--- src/rtl/gpio_input_conditioner_pkg.sv ---
// Shared types and default constants for the GPIO input conditioner.
package gpio_pkg;

  typedef enum logic {
    DB_STABLE,
    DB_CHANGING
  } db_state_t;

  localparam int GPIO_SYNC_STAGES     = 2;
  localparam int GPIO_DEBOUNCE_CYCLES = 1000;

endpackage

--- src/rtl/gpio_input_conditioner_if.sv ---
// Pin-side bundle of the input conditioner: raw pads in, clean levels/events out.
interface gpio_input_conditioner_if #(
  parameter int WIDTH = 32
);

  logic [WIDTH-1:0] pad_in;
  logic [WIDTH-1:0] edge_clear;
  logic [WIDTH-1:0] stable_out;
  logic [WIDTH-1:0] rise_pulse;
  logic [WIDTH-1:0] fall_pulse;
  logic [WIDTH-1:0] edge_sticky;

  modport master (
    output pad_in,
    output edge_clear,
    input  stable_out,
    input  rise_pulse,
    input  fall_pulse,
    input  edge_sticky
  );

  modport slave (
    input  pad_in,
    input  edge_clear,
    output stable_out,
    output rise_pulse,
    output fall_pulse,
    output edge_sticky
  );

endinterface

--- src/rtl/gpio_input_conditioner_debounce.sv ---
// One-bit synchronizer, debounce FSM and registered rise/fall pulses.
//   state       | meaning
//   DB_STABLE   | synced input equals accepted level, counter idle at 0
//   DB_CHANGING | synced input differs, counting consecutive differing cycles
module gpio_debounce_bit
  import gpio_pkg::*;
#(
  parameter int SYNC_STAGES     = GPIO_SYNC_STAGES,
  parameter int DEBOUNCE_CYCLES = GPIO_DEBOUNCE_CYCLES
) (
  input  logic clk,
  input  logic rst,
  input  logic pad_i,
  output logic stable_o,
  output logic rise_o,
  output logic fall_o,
  output logic rise_next_o,
  output logic fall_next_o
);

  localparam int CNT_W = $clog2(DEBOUNCE_CYCLES + 1);
  localparam logic [CNT_W-1:0] CNT_LAST = CNT_W'(DEBOUNCE_CYCLES - 1);

  logic [SYNC_STAGES-1:0] sync_q;
  db_state_t              state_q;
  logic [CNT_W-1:0]       cnt_q;
  logic                   stable_q;
  logic                   rise_q;
  logic                   fall_q;
  logic                   sync;
  logic                   differ;
  logic                   commit;
  logic                   rise_d;
  logic                   fall_d;

  assign sync   = sync_q[SYNC_STAGES-1];
  assign differ = (sync != stable_q);
  assign commit = (state_q == DB_CHANGING) && differ && (cnt_q == CNT_LAST);
  assign rise_d = commit & sync;
  assign fall_d = commit & ~sync;

  always_ff @(posedge clk) begin
    if (rst) begin
      sync_q   <= '0;
      state_q  <= DB_STABLE;
      cnt_q    <= '0;
      stable_q <= 1'b0;
      rise_q   <= 1'b0;
      fall_q   <= 1'b0;
    end else begin
      sync_q <= {sync_q[SYNC_STAGES-2:0], pad_i};
      rise_q <= rise_d;
      fall_q <= fall_d;
      case (state_q)
        DB_STABLE: begin
          if (differ) begin
            state_q <= DB_CHANGING;
            cnt_q   <= CNT_W'(1);
          end else begin
            cnt_q <= '0;
          end
        end
        DB_CHANGING: begin
          // Any single matching sample rejects the pending change outright.
          if (!differ) begin
            state_q <= DB_STABLE;
            cnt_q   <= '0;
          end else if (cnt_q == CNT_LAST) begin
            stable_q <= sync;
            state_q  <= DB_STABLE;
            cnt_q    <= '0;
          end else begin
            cnt_q <= cnt_q + CNT_W'(1);
          end
        end
        default: begin
          state_q <= DB_STABLE;
          cnt_q   <= '0;
        end
      endcase
    end
  end

  assign stable_o    = stable_q;
  assign rise_o      = rise_q;
  assign fall_o      = fall_q;
  assign rise_next_o = rise_d;
  assign fall_next_o = fall_d;

endmodule

--- src/rtl/gpio_input_conditioner.sv ---
// Per-bit debounce array plus the write-1-to-clear sticky edge flags.
module gpio_input_conditioner
  import gpio_pkg::*;
#(
  parameter int WIDTH           = 32,
  parameter int SYNC_STAGES     = GPIO_SYNC_STAGES,
  parameter int DEBOUNCE_CYCLES = GPIO_DEBOUNCE_CYCLES
) (
  input logic                     clk,
  input logic                     rst,
  gpio_input_conditioner_if.slave bus
);

  logic [WIDTH-1:0] stable;
  logic [WIDTH-1:0] rise_q;
  logic [WIDTH-1:0] fall_q;
  logic [WIDTH-1:0] rise_d;
  logic [WIDTH-1:0] fall_d;
  logic [WIDTH-1:0] sticky_q;
  logic [WIDTH-1:0] sticky_d;

  for (genvar i = 0; i < WIDTH; i++) begin : g_bit
    gpio_debounce_bit #(
      .SYNC_STAGES    (SYNC_STAGES),
      .DEBOUNCE_CYCLES(DEBOUNCE_CYCLES)
    ) u_db (
      .clk        (clk),
      .rst        (rst),
      .pad_i      (bus.pad_in[i]),
      .stable_o   (stable[i]),
      .rise_o     (rise_q[i]),
      .fall_o     (fall_q[i]),
      .rise_next_o(rise_d[i]),
      .fall_next_o(fall_d[i])
    );
  end

  // Set is OR'd in after the clear so a commit coinciding with a clear survives.
  assign sticky_d = (sticky_q & ~bus.edge_clear) | rise_d | fall_d;

  always_ff @(posedge clk) begin
    if (rst) begin
      sticky_q <= '0;
    end else begin
      sticky_q <= sticky_d;
    end
  end

  assign bus.stable_out  = stable;
  assign bus.rise_pulse  = rise_q;
  assign bus.fall_pulse  = fall_q;
  assign bus.edge_sticky = sticky_q;

endmodule

--- src/flat_wrapper.sv ---
// flat-port wrapper written by rule: the top's interface ports become plain ports
module gpio_input_conditioner_flat import gpio_pkg::*;
#(
  parameter int WIDTH           = 32,
  parameter int SYNC_STAGES     = GPIO_SYNC_STAGES,
  parameter int DEBOUNCE_CYCLES = GPIO_DEBOUNCE_CYCLES
)
  (clk, rst, bus_pad_in, bus_edge_clear, bus_stable_out, bus_rise_pulse, bus_fall_pulse, bus_edge_sticky);
  gpio_input_conditioner_if #(.WIDTH(WIDTH)) bus_i ();
  input logic clk;
  input logic rst;
  input wire logic [$bits(bus_i.pad_in)-1:0] bus_pad_in;
  input wire logic [$bits(bus_i.edge_clear)-1:0] bus_edge_clear;
  output wire logic [$bits(bus_i.stable_out)-1:0] bus_stable_out;
  output wire logic [$bits(bus_i.rise_pulse)-1:0] bus_rise_pulse;
  output wire logic [$bits(bus_i.fall_pulse)-1:0] bus_fall_pulse;
  output wire logic [$bits(bus_i.edge_sticky)-1:0] bus_edge_sticky;
  assign bus_i.pad_in = bus_pad_in;
  assign bus_i.edge_clear = bus_edge_clear;
  assign bus_stable_out = bus_i.stable_out;
  assign bus_rise_pulse = bus_i.rise_pulse;
  assign bus_fall_pulse = bus_i.fall_pulse;
  assign bus_edge_sticky = bus_i.edge_sticky;
  gpio_input_conditioner #(.WIDTH(WIDTH), .SYNC_STAGES(SYNC_STAGES), .DEBOUNCE_CYCLES(DEBOUNCE_CYCLES)) u_core (.clk(clk), .rst(rst), .bus(bus_i));
endmodule
--- config.mk ---
export PLATFORM = sky130hd
export DESIGN_NAME = gpio_input_conditioner_flat
export DESIGN_NICKNAME = d
export VERILOG_FILES = /design/src/rtl/gpio_input_conditioner_pkg.sv /design/src/rtl/gpio_input_conditioner_if.sv /design/src/rtl/gpio_input_conditioner_debounce.sv /design/src/rtl/gpio_input_conditioner.sv /design/src/flat_wrapper.sv
export SDC_FILE = /design/constraint.sdc
export NUM_CORES = 1
export LEC_CHECK = 0
export CAP_MARGIN = 0
export CORE_MARGIN = 2
export CORE_UTILIZATION = 60
export CTS_BUF_LIST = sky130_fd_sc_hd__clkbuf_4 sky130_fd_sc_hd__clkbuf_8
export CTS_CLUSTER_DIAMETER = 30
export CTS_CLUSTER_SIZE = 24
export DETAILED_ROUTE_END_ITERATION = 8
export PLACE_DENSITY = 0.82
export SETUP_SLACK_MARGIN = 0.1
export SLEW_MARGIN = 25
export SYNTH_ARGS = -nofsm -noshare
export SYNTH_HDL_FRONTEND = slang
export SYNTH_HIERARCHICAL = 1
export SYNTH_SLANG_ARGS = --single-unit
--- constraint.sdc ---
create_clock -name clk -period 2.1 [get_ports clk]
set_input_delay 0.63 -clock clk [delete_from_list [all_inputs] [get_ports clk]]
set_output_delay 0.63 -clock clk [all_outputs]
set_load 0.02 [all_outputs]
==> results.md, run 1 <==
* Relative slew slack at between 60% and 70%
* Dpl hpwl at approximately 32000 µm
* Synthesized netlist cell count at 2418
* Post-synth top area cell: dfxtp_1
* Maximum VDD drop at 680 µV
* Post-synthesis instance area at around 0.023 mm²
* Area post-placement at 0.0258 mm²
* First-pass GRT wire length at 82000 µm
* LEAKAGE at between 0.009 and 0.01 µW
* Fill cells at 2707
* Final Max Slew Viols at 0
* Fin area at roughly 0.028 mm²
* # H-tree levels at 3
* Vias per cell at 5.69
* ANT cells at 0
* Hold Crit Class: primary input to register
* Most common cell after layout, fill and taps aside: dfxtp_1
* Buf+Inv Stages, Crit Path at 1
* Routability cong. at about 0.82
* CP Capture Type: primary output
* Post-synth ARST share at 0%
* Crit path max-delay cell type: dlygate4sd2_1
* Post-synth EDFFs at 0
* Number of max-cap violations at 0
* Clock-pin slew on the worst setup and hold paths at 0.06 ns
* Overflow after GRT at 0
* Pre-antenna DRT Iters at 5
* Clk root buf: clkbuf_8
* Commonest non-fill, non-tap cells in the layout: dfxtp_1 (523), nand2b_1 (181), nor2_1 (174)
* Ys flop type: dfxtp_1
* CTS max path bufs at 3
* FMAX at 0.514 GHz
* Routed len/inst at about 14 µm
* CP cell instances: dlygate4sd2_1
* Sink Count at approximately 540
* WL final at about 48000 µm
* PwrDens at between 800 and 900 mW/mm²
* Worst skew pair latency at between 0.6 and 0.7 ns
* Required time worst endpoint at 1.47 ns
* Vias in the first global route at ~19000
* Core Region at about 0.038 mm²
* Sequential area share after synthesis at a little under half
* Crit Path Max Fanout at 1
* RSZ-0062 raised after global routing: true
* Io pins at about 190
* Clock skew at 0.0229 ns
* Antenna Nets Post-Route at 0
* Post-synth top area share at between 40 and 50%
* CTS tree: yes
* Outcome: complete, no violations
* DRT iter0 DRCs at between 800 and 900
* Tcrit/Tclk final at between 90 and 100%
* Cell family with most CP delay: buffers and inverters
* # rows at between 70 and 80
* DR vias at around 19000
* Die area at around 0.04 mm²
* Top cells by area, synth: dfxtp_1 (47%), nand2b_1 (4.9%), a211oi_1 (4.0%)
* YS warnings at 6
* Synth Register Bits at about 540
* Initial antenna violation count at 0
* Die height at between 200 and 250 µm
* Arrival time worst endpoint at about 1.3 ns
* Worst setup path class: register to primary output
* Startpoint types: register
* Quantity of I/O buffers inserted on ports at 193
* Crit-path max cell delay at around 0.34 ns
* Number of remaining DRC errors at 0
* Area grow syn2layout at 21.8%
* Final Hold Violating Endpoints at 0
* Tmin final at about 1.9 ns
* Setup violators final at 0
* Largest net degree at the start of global routing at about 50
* Setup_tns at 0 ns
* Die width at around 200 µm
* CTS Buf Count at 102
* Layout cells sized above 1 at about 17%
* Final #Nets at roughly 2800
* Avg Inst Size Synth at 9.56 µm²
* Post-Syn Nets at 2516
* Worst-margin pin slew at ~0.55 ns
* Gr usage total at around a quarter
* Initial Util at around three fifths
* Count of cell types in the netlist at 48
## layer usage
| metal | routed length, µm | global-route usage [%] | share of wire (%) |
|---|---|---|---|
| met1 | 20500 | 27.1 | 43 |
| met2 | 23700 | 41.7 | 50 |
| met3 | 2320 | 4.86 | 4.9 |
| met4 | 1130 | 9.42 | 2.4 |
| met5 | 0 | 0 | 0 |
## final cells by class
class                      count  area, µm²  share of cell area (%)
clock buffer                 126       1680                    5.98
inverter                      40        150                   0.533
clock inverter                68        822                    2.92
tap                          511        639                    2.27
timing repair buffer         242       2140                    7.62
sequential                   544      10900                    38.8
multi-input combinational   1777      11800                    41.9
## path summary, 6_finish.rpt
check | startpoint | end | slack [ns] | cells after the start
worst max-delay path | u_core/g_bit[18].u_db/rise_o | bus_rise_pulse[18] | 0.15 | 1
worst min-delay path | rst | u_core/g_bit[17].u_db/sync_q[1] | 0.43 | 2
worst max register to register | u_core/g_bit[19].u_db/cnt_q[0] | u_core/bus.edge_sticky[19] | 0.28 | 6
worst min register to register | u_core/g_bit[10].u_db/sync_q[0] | u_core/g_bit[10].u_db/sync_q[1] | 0.44 | 1
## what timing repair did
action                     in CTS  in global routing
resized for setup             281                 30
setup endpoints to repair     128                 30
buffers inserted                0                  0
hold buffers                    0                  0
hold endpoints to repair        0                  0
## state kept, by name, indices dropped and copies added (netlist names)
signal / flops
u_core/g_bit.u_db/state_q: 32
u_core/g_bit.u_db/stable_o: 32
u_core/g_bit.u_db/fall_o: 32
u_core/g_bit.u_db/rise_o: 32
u_core/g_bit.u_db/cnt_q: 320
u_core/bus.edge_sticky: 32
u_core/g_bit.u_db/sync_q: 64
## cells in the mapped netlist, types with 17 or more instances
library cell and n:
dfxtp_1 544, o21ai_0 88, nand4bb_1 22, a31oi_1 17, nand3_1 84, inv_1 40, xor2_1 96, xnor2_1 48
nand2_1 114, nand2b_1 181, or3_2 45, o31ai_1 47, nor2b_1 66, a21oi_1 65, nand3_2 23, nor3_1 158
o22ai_1 24, nand3_4 23, nand3b_1 24, buf_2 32, ha_1 32, a211oi_1 124, clkbuf_1 22, and3_1 17
or4_1 71, or3b_2 24, nor3b_1 32, nor2_1 174, or3_1 43, mux2i_1 31, nand4_1 37
## cells by family after synthesis
kind of cell | share of synthesized area [%]
simple gates | 32.3
compound gates | 10.2
buf+inv | 1.85
fa+ha+maj | 1.73
mux | 1.34
xor+xnor | 5.46
flops | 47.1
## power by group
group | switching (µW) | total (µW) | internal (µW) | leakage (µW)
Combinational | 179 | 443 | 263 | 0.00392
Sequential | 86.5 | 10500 | 10400 | 0.00441
Clock | 4840 | 12100 | 7210 | 0.00125
## metrics by stage
step / hold WS (ns) / cells / power (µW) / worst slack, ns / util [%]
finish: 0.426 / 3308 / 23000 / 0.153 / 74.4
global route: 0.441 / 3308 / 23800 / 0.100 / 74.4
CTS: 0.391 / 3308 / 23200 / 0.100 / 74.5
detailed placement: 0.423 / 3114 / 11200 / 0.106 / 68.2
global placement: 0.416 / 3114 / 11200 / 0.237 / 68.2
floorplan: 0.414 / 2418 / 10900 / 0.555 / -
No activity file was read; power rests on OpenSTA's default activity.
==> run 2, diff against run 1 <==
Settings changed: CAP_MARGIN 0 to default, PLACE_DENSITY 0.82 to 0.87.
==> run 2 against run 1 <==
  * Final area fell by 0.44%
  * Non-clock buffer count up 6
  * Via count up 0.70%
  * Sequential share of layout area rose by 0.19 points
  * Die area stayed put
==> results.md, run 2 (synthesized netlist as in run 1, its figures left out) <==
* Register Area at 0.0109 mm² (about the same)
* Worst hold stages at 1 (-1)
* Antenna Nets Post-Route at 0 (unchanged)
* Largest net degree at the start of global routing at 55 (+7.8%)
* Number of remaining DRC errors at 0 (unchanged)
* Most common cell after layout, fill and taps aside: dfxtp_1
* Final Max Slew Viols at 0 (unchanged)
* Die area at 0.0401 mm² (unchanged)
* Dpl hpwl at 32500 µm (+1.4%)
* Worst setup path class: register to primary output
* Routed len/inst at 15.1 µm (+4.9%)
* Final #Nets at 2807 (+0.071%)
* Buf+Inv Stages, Crit Path at 1 (unchanged)
* Critical path depth at 1 (unchanged)
* Worst skew pair latency at 0.65 ns (-0.02 ns)
* Clock skew at 0.0297 ns (+0.00679 ns)
* Endpoint, Worst Hold: u_core/g_bit[15].u_db/sync_q[1]
* RR Startpoint: u_core/g_bit[0].u_db/cnt_q[0]
* Tmin final at 1.94 ns (-0.00447 ns)
* Commonest non-fill, non-tap cells in the layout: dfxtp_1 (519), nand2b_1 (181), nor2_1 (174)
* # rows at 71 (unchanged)
* Clock Power Share at 50.9% (-1.5 points)
* Capturing point of the worst reg2reg path: u_core/bus.edge_sticky[0]
* Die height at 200 µm (unchanged)
* Arrival time worst endpoint at 1.31 ns (about the same)
* Crit-path max cell delay at 0.34 ns (about the same)
* DR vias at 19000 (+0.70%)
* Initial Util at 61.1% (unchanged)
* FF-to-FF path depth at 6 (unchanged)
* PwrDens at 797 mW/mm² (-2.4%)
* Area grow syn2layout at 21.3%
* Initial antenna violation count at 0 (unchanged)
* Final Hold Violating Endpoints at 0 (unchanged)
* CP cell instances: clkdlybuf4s15_1
* CTS max path bufs at 3 (unchanged)
* Relative slew slack at 61.5% (-1.6 points)
* FMAX at 0.515 GHz (+0.23%)
* Core Region at 0.0378 mm² (unchanged)
* Io pins at 194 (unchanged)
* RSZ-0062 raised after global routing: true
* Worst-margin pin slew at 0.577 ns (+0.0243 ns)
* Crit Path Max Fanout at 1 (unchanged)
* Clk root buf: clkbuf_8
* Comb pwr share at 2.0% (about the same)
* Startpoint types: register
* Clock-pin slew on the worst setup and hold paths at 0.07 ns (about the same)
* Fin area at 0.0280 mm² (-0.44%)
* Setup_tns at 0 ns (unchanged)
* Most flops, register: u_core/g_bit.u_db/cnt_q
* Vias per cell at 5.74 (+0.88%)
* Top flop regs: u_core/g_bit.u_db/cnt_q: 320 flops, u_core/g_bit.u_db/sync_q: 64 flops
* DRT iter0 DRCs at 937 (+5.2%)
* Outcome: complete, no violations
* ANT cells at 0 (unchanged)
* Post-CTS Setup Bufs at 0 (unchanged)
* Setup violators final at 0 (unchanged)
* Area post-placement at 0.0259 mm² (+0.17%)
* CP Capture Type: primary output
* Overflow after GRT at 0 (unchanged)
* Number of max-cap violations at 0 (unchanged)
* WL final at 49900 µm (+4.7%)
* Routability cong. at 0.828 (+0.57%)
* CTS tree: yes
* Quantity of I/O buffers inserted on ports at 193 (unchanged)
* Number of flip-flops in the largest register at 320 (unchanged)
* # H-tree levels at 3 (unchanged)
* Cell family with most CP delay: flip-flops
* Required time worst endpoint at 1.47 ns (about the same)
* Crit path max-delay cell type: dfxtp_1
* Area of the multi-input gates at 0.0118 mm² (unchanged)
* Layout cells sized above 1 at 16.8% (+0.11 points)
* Reg2reg setup slack at 0.25 ns (-0.03 ns)
* Hold Crit Start: u_core/g_bit[15].u_db/sync_q[0]
* Vias in the first global route at 18800 (+0.97%)
* LEAKAGE at 0.00951 µW (-0.69%)
* Switching power at 5150 µW (+0.85%)
* Pre-antenna DRT Iters at 8 (+3)
* Fill cells at 2565 (-5.2%)
* Sequential Power Share at 47.0% (+1.3 points)
* Sink Count at 544 (unchanged)
* Switching Share at 23.0% (+0.85 points)
* First-pass GRT wire length at 85600 µm (+4.5%)
* Internal power at 17200 µW (-3.9%)
* Die width at 200 µm (unchanged)
* Gr usage total at 24.5% (+1.2 points)
* CTS Buf Count at 98 (-3.9%)
* Tcrit/Tclk final at 92.5% (-0.21 points)
* Hold Crit Class: register to register
* Maximum VDD drop at 611 µV (-10%)
==> run 2: cell types whose count changed in the layout (fill, tap and decap cells not counted), sizes merged <==
cell / delta
dlygate4sd2: +5
bufinv: -4
buf: -1
clkinvlp: +4
inv: +8
clkinv: -10
clkbuf: -3
clkdlybuf4s15: -5
==> run 2: stage by stage <==
stage | std cells | setup slack (ns) | hold slack, ns | total power (µW) | util (%)
2_1_floorplan | 2418 | 0.555 | 0.414 | 10900 | -
3_3_place_gp | 3120 | 0.221 | 0.417 | 11200 | 68.3
3_5_place_dp | 3120 | 0.119 | 0.424 | 11200 | 68.3
4_1_cts | 3302 | 0.101 | 0.421 | 22600 | 74.3
5_1_grt | 3302 | 0.0721 | 0.438 | 23100 | 74.1
6_report | 3302 | 0.158 | 0.438 | 22300 | 74.1
==> run 2: worst max-delay path by stage <==
stage | from | end
5_1_grt | u_core/g_bit[1].u_db/fall_o | bus_fall_pulse[1]
2_1_floorplan | u_core/g_bit[0].u_db/cnt_q[0] | u_core/bus.edge_sticky[0]
3_3_place_gp | rst | u_core/g_bit[1].u_db/cnt_q[5]
4_1_cts | u_core/g_bit[13].u_db/rise_o | bus_rise_pulse[13]
3_5_place_dp | rst | u_core/g_bit[18].u_db/cnt_q[7]
6_report | u_core/g_bit[1].u_db/fall_o | bus_fall_pulse[1]
==> run 2: layout make-up <==
| class | count | area share (%) |
|---|---|---|
| Clock buffer | 116 | 5.65 |
| Multi-Input combinational cell | 1777 | 42.1 |
| Sequential cell | 544 | 39.0 |
| Tap cell | 511 | 2.28 |
| Clock inverter | 66 | 2.68 |
| Timing Repair Buffer | 248 | 7.80 |
| Inverter | 40 | 0.536 |
==> run 2: power groups by stage <==
stage	clock network [µW]	logic, µW	registers (µW)
after floorplan	0	205	10700
after global placement	0	431	10700
after detailed placement	0	447	10700
after CTS	11600	455	10500
after global routing	12100	497	10500
final	11400	456	10500
==> run 2: metal layers <==
layer | wire [µm] | global-route usage, % | up-vias
li1 | - | - | 9366
met1 | 21400 | 29.2 | 9050
met2 | 25200 | 43.8 | 447
met3 | 2370 | 5.40 | 91
met4 | 975 | 8.10 | 0
met5 | 0 | 0 | -
==> run 2: repair_timing <==
item | CTS | global route
resized for setup | 257 | 50
hold buffers | 0 | 0
cloned | 0 | 0
setup endpoints to repair | 128 | 45
